**src/rtl/msix_tlp_pkg.sv**
```systemverilog
// Shared types and constants for the MSI-X to PCIe Memory Write TLP path:
// request record, 4-DW MWr header layout, FSM states and the header builder.
package msix_tlp_pkg;

  localparam logic [2:0] MWR32_FMT = 3'b010;
  localparam logic [2:0] MWR64_FMT = 3'b011;
  localparam logic [4:0] MWR_TYPE  = 5'b00000;

  typedef struct packed {
    logic [63:0] addr;
    logic [31:0] data;
    logic        drop;
  } t_msix_req;

  // dw0 sits in the least significant bits so the header maps onto tdata[127:0].
  typedef struct packed {
    logic [31:0] dw3;
    logic [31:0] dw2;
    logic [31:0] dw1;
    logic [31:0] dw0;
  } t_tlp_mwr_hdr;

  typedef enum logic [1:0] {IDLE, BUILD, SEND} t_state;

  // Single-DW posted write: length 1, TC/attr/TD/EP zero, all byte enables on DW0 only.
  function automatic t_tlp_mwr_hdr build_mwr_hdr(input logic [63:0] addr,
                                                 input logic [15:0] req_id);
    t_tlp_mwr_hdr hdr;
    logic [31:0]  addr_lo;
    addr_lo = addr[31:0] & 32'hFFFF_FFFC;
    hdr.dw1 = {req_id, 8'h00, 4'h0, 4'hF};
    if (addr[63:32] == 32'h0) begin
      hdr.dw0 = {MWR32_FMT, MWR_TYPE, 14'h0, 10'd1};
      hdr.dw2 = addr_lo;
      hdr.dw3 = 32'h0;
    end else begin
      hdr.dw0 = {MWR64_FMT, MWR_TYPE, 14'h0, 10'd1};
      hdr.dw2 = addr[63:32];
      hdr.dw3 = addr_lo;
    end
    return hdr;
  endfunction

endpackage

```
**src/rtl/msix_req_fifo.sv**
```systemverilog
// Synchronous request FIFO with occupancy count and a registered "will have
// space next cycle" flag used directly as the upstream tready.
module msix_req_fifo
  import msix_tlp_pkg::*;
#(
  parameter int DEPTH = 4
) (
  input  logic      clk,
  input  logic      rst_n,
  input  logic      push,
  input  t_msix_req push_data,
  input  logic      pop,
  output t_msix_req pop_data,
  output logic      empty,
  output logic      ready
);

  localparam int AW = $clog2(DEPTH);

  t_msix_req       mem [DEPTH];
  logic [AW-1:0]   wr_ptr;
  logic [AW-1:0]   rd_ptr;
  logic [AW:0]     count;
  logic [AW:0]     count_d;

  assign count_d  = count + (AW+1)'(push) - (AW+1)'(pop);
  assign empty    = (count == '0);
  assign pop_data = mem[rd_ptr];

  // NOTE: storage is left unreset; the count gates every read, so reset only
  // needs to clear pointers and occupancy, and the array maps to plain RAM.
  always_ff @(posedge clk) begin
    if (push) mem[wr_ptr] <= push_data;
  end

  always_ff @(posedge clk or negedge rst_n) begin
    if (!rst_n) begin
      wr_ptr <= '0;
      rd_ptr <= '0;
      count  <= '0;
      ready  <= 1'b0;
    end else begin
      if (push) wr_ptr <= wr_ptr + 1'b1;
      if (pop)  rd_ptr <= rd_ptr + 1'b1;
      count <= count_d;
      ready <= (count_d < (AW+1)'(DEPTH));
    end
  end

endmodule

```
**src/rtl/msix_mwr_tlp_gen.sv**
```systemverilog
// Buffers MSI-X requests and emits each as a single-beat, single-DW posted MWr TLP.
// Build option: define MSIX_MWR_ADDR_CHK_EN to drop requests with a misaligned address.
module msix_mwr_tlp_gen
  import msix_tlp_pkg::*;
#(
  parameter int FIFO_DEPTH = 4,
  parameter int TX_DATA_W  = 256
) (
  input  logic                 clk,
  input  logic                 rst_n,
  input  logic                 i_msix_valid,
  input  logic [63:0]          i_msix_addr,
  input  logic [31:0]          i_msix_data,
  output logic                 o_msix_tready,
  input  logic [15:0]          i_req_id,
  input  logic                 i_tx_en,
  output logic                 o_tx_tvalid,
  input  logic                 i_tx_tready,
  output logic [TX_DATA_W-1:0] o_tx_tdata,
  output logic                 o_tx_tlast,
  output logic                 o_tx_tuser,
  output logic [15:0]          o_sent_cnt,
  output logic [7:0]           o_drop_cnt
);

  t_state       state, state_d;
  t_msix_req    push_req, pop_req, req_q;
  t_tlp_mwr_hdr hdr;
  logic         fifo_empty, fifo_ready;
  logic         push, pop, addr_bad, tx_done;
  logic [159:0] beat_q;
  logic         tvalid_q, tuser_q;
  logic [15:0]  sent_q;

`ifdef MSIX_MWR_ADDR_CHK_EN
  assign addr_bad = |i_msix_addr[1:0];
`else
  assign addr_bad = 1'b0;
`endif

  assign push     = i_msix_valid & fifo_ready;
  assign push_req = {i_msix_addr, i_msix_data, addr_bad};

  msix_req_fifo #(.DEPTH(FIFO_DEPTH)) u_fifo (
    .clk       (clk),
    .rst_n     (rst_n),
    .push      (push),
    .push_data (push_req),
    .pop       (pop),
    .pop_data  (pop_req),
    .empty     (fifo_empty),
    .ready     (fifo_ready)
  );

  assign tx_done = (state == SEND) && i_tx_tready;
  assign hdr     = build_mwr_hdr(req_q.addr, i_req_id);

  // NOTE: every output of this block gets a default first so no path infers a latch.
  always_comb begin
    state_d = state;
    pop     = 1'b0;
    unique case (state)
      IDLE: begin
        if (!fifo_empty && i_tx_en) begin
          pop     = 1'b1;
          state_d = BUILD;
        end
      end
      BUILD: state_d = req_q.drop ? IDLE : SEND;
      SEND: begin
        if (i_tx_tready) begin
          if (!fifo_empty && i_tx_en) begin
            pop     = 1'b1;
            state_d = BUILD;
          end else begin
            state_d = IDLE;
          end
        end
      end
      default: state_d = IDLE;
    endcase
  end

  // NOTE: state is updated with non-blocking assignments so every flop samples
  // the same pre-edge values regardless of statement order.
  always_ff @(posedge clk or negedge rst_n) begin
    if (!rst_n) begin
      state    <= IDLE;
      req_q    <= '0;
      tvalid_q <= 1'b0;
      tuser_q  <= 1'b0;
      beat_q   <= '0;
      sent_q   <= '0;
    end else begin
      state <= state_d;
      if (pop) req_q <= pop_req;
      if (state == BUILD && !req_q.drop) begin
        tvalid_q <= 1'b1;
        tuser_q  <= |req_q.addr[63:32];
        beat_q   <= {req_q.data, hdr};
      end else if (tx_done) begin
        tvalid_q <= 1'b0;
      end
      if (tx_done && sent_q != 16'hFFFF) sent_q <= sent_q + 16'd1;
    end
  end

`ifdef MSIX_MWR_ADDR_CHK_EN
  logic [7:0] drop_q;
  always_ff @(posedge clk or negedge rst_n) begin
    if (!rst_n) begin
      drop_q <= '0;
    end else if (state == BUILD && req_q.drop && drop_q != 8'hFF) begin
      drop_q <= drop_q + 8'd1;
    end
  end
  assign o_drop_cnt = drop_q;
`else
  assign o_drop_cnt = 8'h00;
`endif

  assign o_msix_tready = fifo_ready;
  assign o_tx_tvalid   = tvalid_q;
  assign o_tx_tlast    = tvalid_q;
  assign o_tx_tuser    = tuser_q;
  assign o_tx_tdata    = TX_DATA_W'(beat_q);
  assign o_sent_cnt    = sent_q;

endmodule

```
**config.mk**
```make
export PLATFORM = sky130hd
export DESIGN_NAME = msix_mwr_tlp_gen
export DESIGN_NICKNAME = d
export VERILOG_FILES = /design/src/rtl/msix_tlp_pkg.sv /design/src/rtl/msix_req_fifo.sv /design/src/rtl/msix_mwr_tlp_gen.sv
export SDC_FILE = /design/constraint.sdc
export NUM_CORES = 1
export LEC_CHECK = 0
export BUFFER_PORTS_ARGS = -buffer_cell sky130_fd_sc_hd__clkbuf_2
export CAP_MARGIN = 0
export CORE_MARGIN = 5
export CORE_UTILIZATION = 51
export DETAILED_ROUTE_END_ITERATION = 12
export PLACE_DENSITY = 0.76
export SLEW_MARGIN = 10
export SYNTH_ARGS = -nofsm -noshare
export SYNTH_HDL_FRONTEND = slang
export SYNTH_SLANG_ARGS = --single-unit
```
**constraint.sdc**
```tcl
create_clock -name clk -period 3.45 [get_ports clk]
set_input_delay 0.5175 -clock clk [delete_from_list [all_inputs] [get_ports clk]]
set_output_delay 0.5175 -clock clk [all_outputs]
set_load 0.02 [all_outputs]
```
# ---- Word-level counts from Yosys, hierarchy flattened
# Memories as Yosys holds them, arrays and structs flattened. A register that Yosys moved wholly into a read port is not among the register bits.
# Index checks and enable logic that the tools add are counted.
dict set report classes {
  addsub 5
  order_cmp 1
  eq_ne 5
  mux 14
  n_bitwise 1
  n_reduce_logical 13
}
# op count
set ops {}
lappend ops {{$mux W64} 1}
lappend ops {{$logic_not A32 Y1} 1}
lappend ops {{$reduce_or A32 Y1} 1}
lappend ops {{$mux W30} 1}
lappend ops {{$add A16 B1 Y16 const B} 1}
lappend ops {{$ne A16 B16 Y1 const B} 1}
lappend ops {{$mux W1} 7}
lappend ops {{$mux W2} 3}
lappend ops {{$pmux W2 S3} 1}
lappend ops {{$add A2 B1 Y2 const B} 2}
lappend ops {{$logic_and A1 B1 Y1} 4}
lappend ops {{$ne A2 B2 Y1 const B} 2}
lappend ops {{$add A3 B1 Y3} 1}
lappend ops {{$logic_not A1 Y1} 3}
lappend ops {{$logic_not A3 Y1} 1}
lappend ops {{$lt A3 B3 Y1 const B} 1}
lappend ops {{$sub A3 B1 Y3} 1}
lappend ops {{$eq A2 B1 Y1 const B} 1}
lappend ops {{$eq A2 B2 Y1 const B} 1}
lappend ops {{$logic_not A2 Y1} 1}
lappend ops {{$pmux W1 S2} 1}
lappend ops {{$reduce_and A2 Y1} 1}
lappend ops {{$reduce_bool A2 Y1} 1}
lappend ops {{$and A1 B1 Y1} 1}
dict set report totals {
  ff_bits 177
  mem_bits_rw 384
  in_bits 117
  output_inout_bits 284
  word_cells 50
  memories 1
}
# memory depth width read_ports rd_ports_with_merged_regs wr line
set memory_table {}
lappend memory_table {u_fifo.mem 4 96 1 1 1 msix_req_fifo.sv:20} ;# t_msix_req mem [DEPTH];

# ---- Depth between registers and ports, before layout
dict set report logic_depth {
  ltp_word 8
  ltp_mapped 11
  mapped_depth_nobuf 8
}

# ---- By module
# From an unflattened synthesis, not the netlist that was laid out.
dict set report unflattened {
  hier_cells 1442
  hier_area_um2 24418.4
}
# mod instances cells_per_inst area_per_inst_um2 seq_area_each_um2
set by_module_without_submodules {}
lappend by_module_without_submodules {msix_req_fifo 1 542 14380.0 11851.4}
lappend by_module_without_submodules {msix_mwr_tlp_gen 1 900 10038.4 5655.4}

# ---- Least setup slack after synthesis
# OpenSTA, ideal clock, no wires.
dict set report synth_timing {
  kind {register to register}
  start {register u_fifo.wr_ptr[0]}
  end {memory u_fifo.mem[2][0] (netlist bit) (enable)}
  setup_time_ns 0.464
  arrival_ns 2.840
  setup_slack_ns 0.147
  path_stages_with_launch 4
  path_buffers 0
  period_less_slack_ns 3.303
  cell_sequence {dfrtp_1 > inv_1 > ha_1 > and3_1}
}
# item line
set synth_lines {}
lappend synth_lines {{start: declaration} msix_req_fifo.sv:21} ;# logic [AW-1:0] wr_ptr;
lappend synth_lines {{start signal: assignment} msix_req_fifo.sv:43} ;# if (push) wr_ptr <= wr_ptr + 1'b1;
lappend synth_lines {{end: declaration} msix_req_fifo.sv:20}
# Straight into the memory's write port.

# ---- Final worst setup path
dict set report layout_timing {
  start {register req_q[81] (netlist name)}
  end {register beat_q[84]}
}
dict set report layout_via {
  elab_chain_cells 2
}
# item line
set layout_rtl {}
lappend layout_rtl {{$logic_not A32 Y1} msix_tlp_pkg.sv:32} ;# if (addr[63:32] == 32'h0) begin
lappend layout_rtl {{$mux W64} msix_tlp_pkg.sv:32}
lappend layout_rtl {{end signal: assignment} msix_mwr_tlp_gen.sv:100} ;# beat_q <= {req_q.data, hdr};
lappend layout_rtl {{end: declaration} msix_mwr_tlp_gen.sv:31} ;# logic [159:0] beat_q;
# No other way between the ends.
# A chain may end at the register's enable or synchronous reset.

==> results.sh <==
export IMPL_min_path_type="in2reg"
export IMPL_worst_ep_arrival_time_ns=3.03
export IMPL_grt_ovfl_total=0
export IMPL_peakVddDrop_mv=0.5566
export IMPL_coreArea_mm2=0.04646
export IMPL_layout_commonest_cell="edfxtp_1"
export IMPL_vias=12510
export IMPL_tightestPinTransition_ns=0.8929
export IMPL_synthDistinctLibCells=36
export IMPL_cts_buffers=59
export IMPL_ys_seq_area_frac=0.7165
export IMPL_clk_pin_slew_ns=0.06
export IMPL_worstSkewPairLatency_ns=0.62
export IMPL_final_cell_mix="376 x edfxtp_1, 250 x clkbuf_2, 231 x dfrtp_1"
export IMPL_clock_skew_ns=0.01736
export IMPL_syn_area_mm2=0.02390
export IMPL_path_class="reg2reg"
export IMPL_start_util=0.5144
export IMPL_route_detailed_drc=0
export IMPL_routed_wl_um=52470
export IMPL_finalMaxSlewViolations=0
export IMPL_vias_per_cell=5.258
export IMPL_worstPathMaxFanout=26
export IMPL_synth_warnings=0
export IMPL_fp_dieW_um=226.5
export IMPL_fin_setup_tns_ns=0
export IMPL_cts_num_sinks=609
export IMPL_clockBufferDepth=3
export IMPL_wl_per_cell_um=22.05
export IMPL_die_area_mm2=0.05128
export IMPL_grt_start_max_net_pins=97
export IMPL_clockRootBuffer="clkbuf_16"
export IMPL_die_height_um=226.5
export IMPL_rsz0062_at_grt="false"
export IMPL_antenna_found_initial=15
export IMPL_grt_pass1_wl_um=78880
export IMPL_power_leakage_uw=0.01085
export IMPL_ys_ff_latch=609
export IMPL_cts_tree="done"
export IMPL_boundaryPins=401
export IMPL_critPathRequiredTime_ns=3.99
export IMPL_final_setup_viol_count=0
export IMPL_io_buffers=251
export IMPL_drtIter0Drc=763
export IMPL_dp_hpwl_um=33360
export IMPL_powerDensity_mw_per_mm2=893.3
export IMPL_core_rowCount=79
export IMPL_critPathCaptureType="register"
export IMPL_outcome="complete, no violations"
export IMPL_grt_usage=0.2032
export IMPL_fill_cells=3524
export IMPL_slew_headroom=0.4048
export IMPL_drive_above_1_share=0.3201
export IMPL_syn_inst=1451
export IMPL_syn_area_per_cell_um2=16.47
export IMPL_final_cells=2380
export IMPL_h_tree_depth=2
export IMPL_drt_pass1_iter_count=7
export IMPL_place_congestion=0.8022
export IMPL_layout_min_cycle_time_ns=2.490
export IMPL_fin_crit_sh=0.7219
export IMPL_critPathLaunchType="register"
export IMPL_finalHoldViolCount=0
export IMPL_fin_nets=1842
export IMPL_area_growth_pct=14.26
export IMPL_ant_nets=0
export IMPL_dp_cells=2262
export IMPL_maxCapViolCount=0
export IMPL_grt_pass1_vias=12940
export IMPL_fmax_ghz=0.4015
==> timing repair <==
item | CTS | global route
hold buffers | 1 | 0
endpoints found under the hold margin | 82 | 0
resized for setup | 0 | 0
setup buffers | 0 | 0
==> routing by layer <==
layer / vias up / global-route usage / share of wire / wire, um
met5: - / 0 / 0.0022 / 117
met4: 18 / 0.07219 / 0.033 / 1740
met3: 108 / 0.05192 / 0.077 / 4043
met2: 439 / 0.3518 / 0.52 / 27140
met1: 6405 / 0.2503 / 0.37 / 19430
li1: 5543 / - / - / -
==> sequential cells by signal, indices dropped and copies added, names as in the netlist <==
signal and count:
u_fifo.ready 1, u_fifo.count 3, u_fifo.rd_ptr 2, beat_q 112, req_q 94, u_fifo.wr_ptr 2
state 2, u_fifo.mem 376, o_tx_tlast 1, o_sent_cnt 16
==> logic make-up (layout without fill, tap and decap cells) <==
family	Yosys count	after routing	synth area share
fa+ha+maj	8	8	0.004503
other cells	1	152	0.0001569
mux	189	189	0.1335
flops	609	609	0.7165
xor+xnor	19	19	0.006964
compound gates	95	95	0.02100
simple gates	301	301	0.05330
buf+inv	229	400	0.06404
==> cell usage after synthesis <==
library cell,instances,area (um2)
mux2_4,1,15.01
and4bb_1,1,12.51
a2111oi_4,1,27.53
or3_4,1,11.26
inv_1,10,37.54
nand3b_4,1,20.02
xor2_1,6,52.55
buf_6,9,101.4
nand2b_1,3,18.77
and4_1,1,8.760
and2b_1,1,7.510
nand4_1,5,31.28
and4bb_2,1,12.51
mux4_2,94,2117
nand3_1,6,30.03
mux2_2,94,1059
and3_1,6,37.54
buf_4,154,1156
a21oi_1,60,300.3
dfrtp_1,233,5831
buf_2,20,100.1
o21ai_0,33,165.2
clkbuf_1,36,135.1
edfxtp_1,376,11290
fa_1,1,20.02
o31a_1,1,8.760
nor2_1,38,142.6
nand4_4,1,21.27
ha_1,7,87.58
xnor2_1,13,113.9
conb_1,1,3.750
nor2_2,1,6.260
nor3_1,4,20.02
nand2_1,221,829.6
and3_2,1,7.510
nor4_1,9,56.30
==> layout make-up <==
class	count	area [um2]	area share
antenna	5	12.51	0.0004583
clock buffer	74	1553	0.05687
clock inverter	38	372.9	0.01366
inverter	10	37.54	0.001375
multi-input combinational	759	5831	0.2135
sequential	609	17130	0.6273
tap	607	759.5	0.02782
timing repair buffer	278	1609	0.05893
==> worst max-delay path, stage by stage (launching register included) <==
cell and delay [ns]:
dfrtp_1 0.42, nor4_1 0.49, nand4_1 0.33, nor2_4 0.48
buf_4 0.37, a21oi_1 0.15, a21oi_1 0.16
==> power breakdown <==
group	internal, uW	switching, uW	total [uW]
logic	2980	3960	6950
clock network	3650	2710	6360
registers	9770	1320	11100
total	16400	7990	24400
==> stage by stage <==
stage          hold WS [ns]  power (uW)  utilization  area [um2]  setup WS, ns
2_1_floorplan        0.2219       15870            -       24440        0.1465
3_3_place_gp         0.4477       18000       0.5458       25360        0.9978
3_5_place_dp         0.4547       18280       0.5458       25360        0.9592
4_1_cts             0.06986       24700       0.5875       27290        0.9159
5_1_grt             0.08595       25680       0.5877       27300        0.8146
6_report             0.1058       24390       0.5877       27300        0.9595
==> worst paths after layout <==
check                           slack, ns  depth (start not counted)                 endpoint             startpoint
min in group asynchronous            0.51                          2  beat_q[144]$_DFFE_PN0P_                  rst_n
worst max register to register       0.96                          6   beat_q[84]$_DFFE_PN0P_  req_q[81]$_DFFE_PN0P_
worst max-delay path                 0.96                          6   beat_q[84]$_DFFE_PN0P_  req_q[81]$_DFFE_PN0P_
max in group asynchronous            2.08                          3  beat_q[132]$_DFFE_PN0P_                  rst_n
worst min register to register       0.47                          2  beat_q[146]$_DFFE_PN0P_  req_q[19]$_DFFE_PN0P_
worst min-delay path                 0.11                          3   beat_q[60]$_DFFE_PN0P_           i_req_id[12]
(Power assumes the default switching activity.)
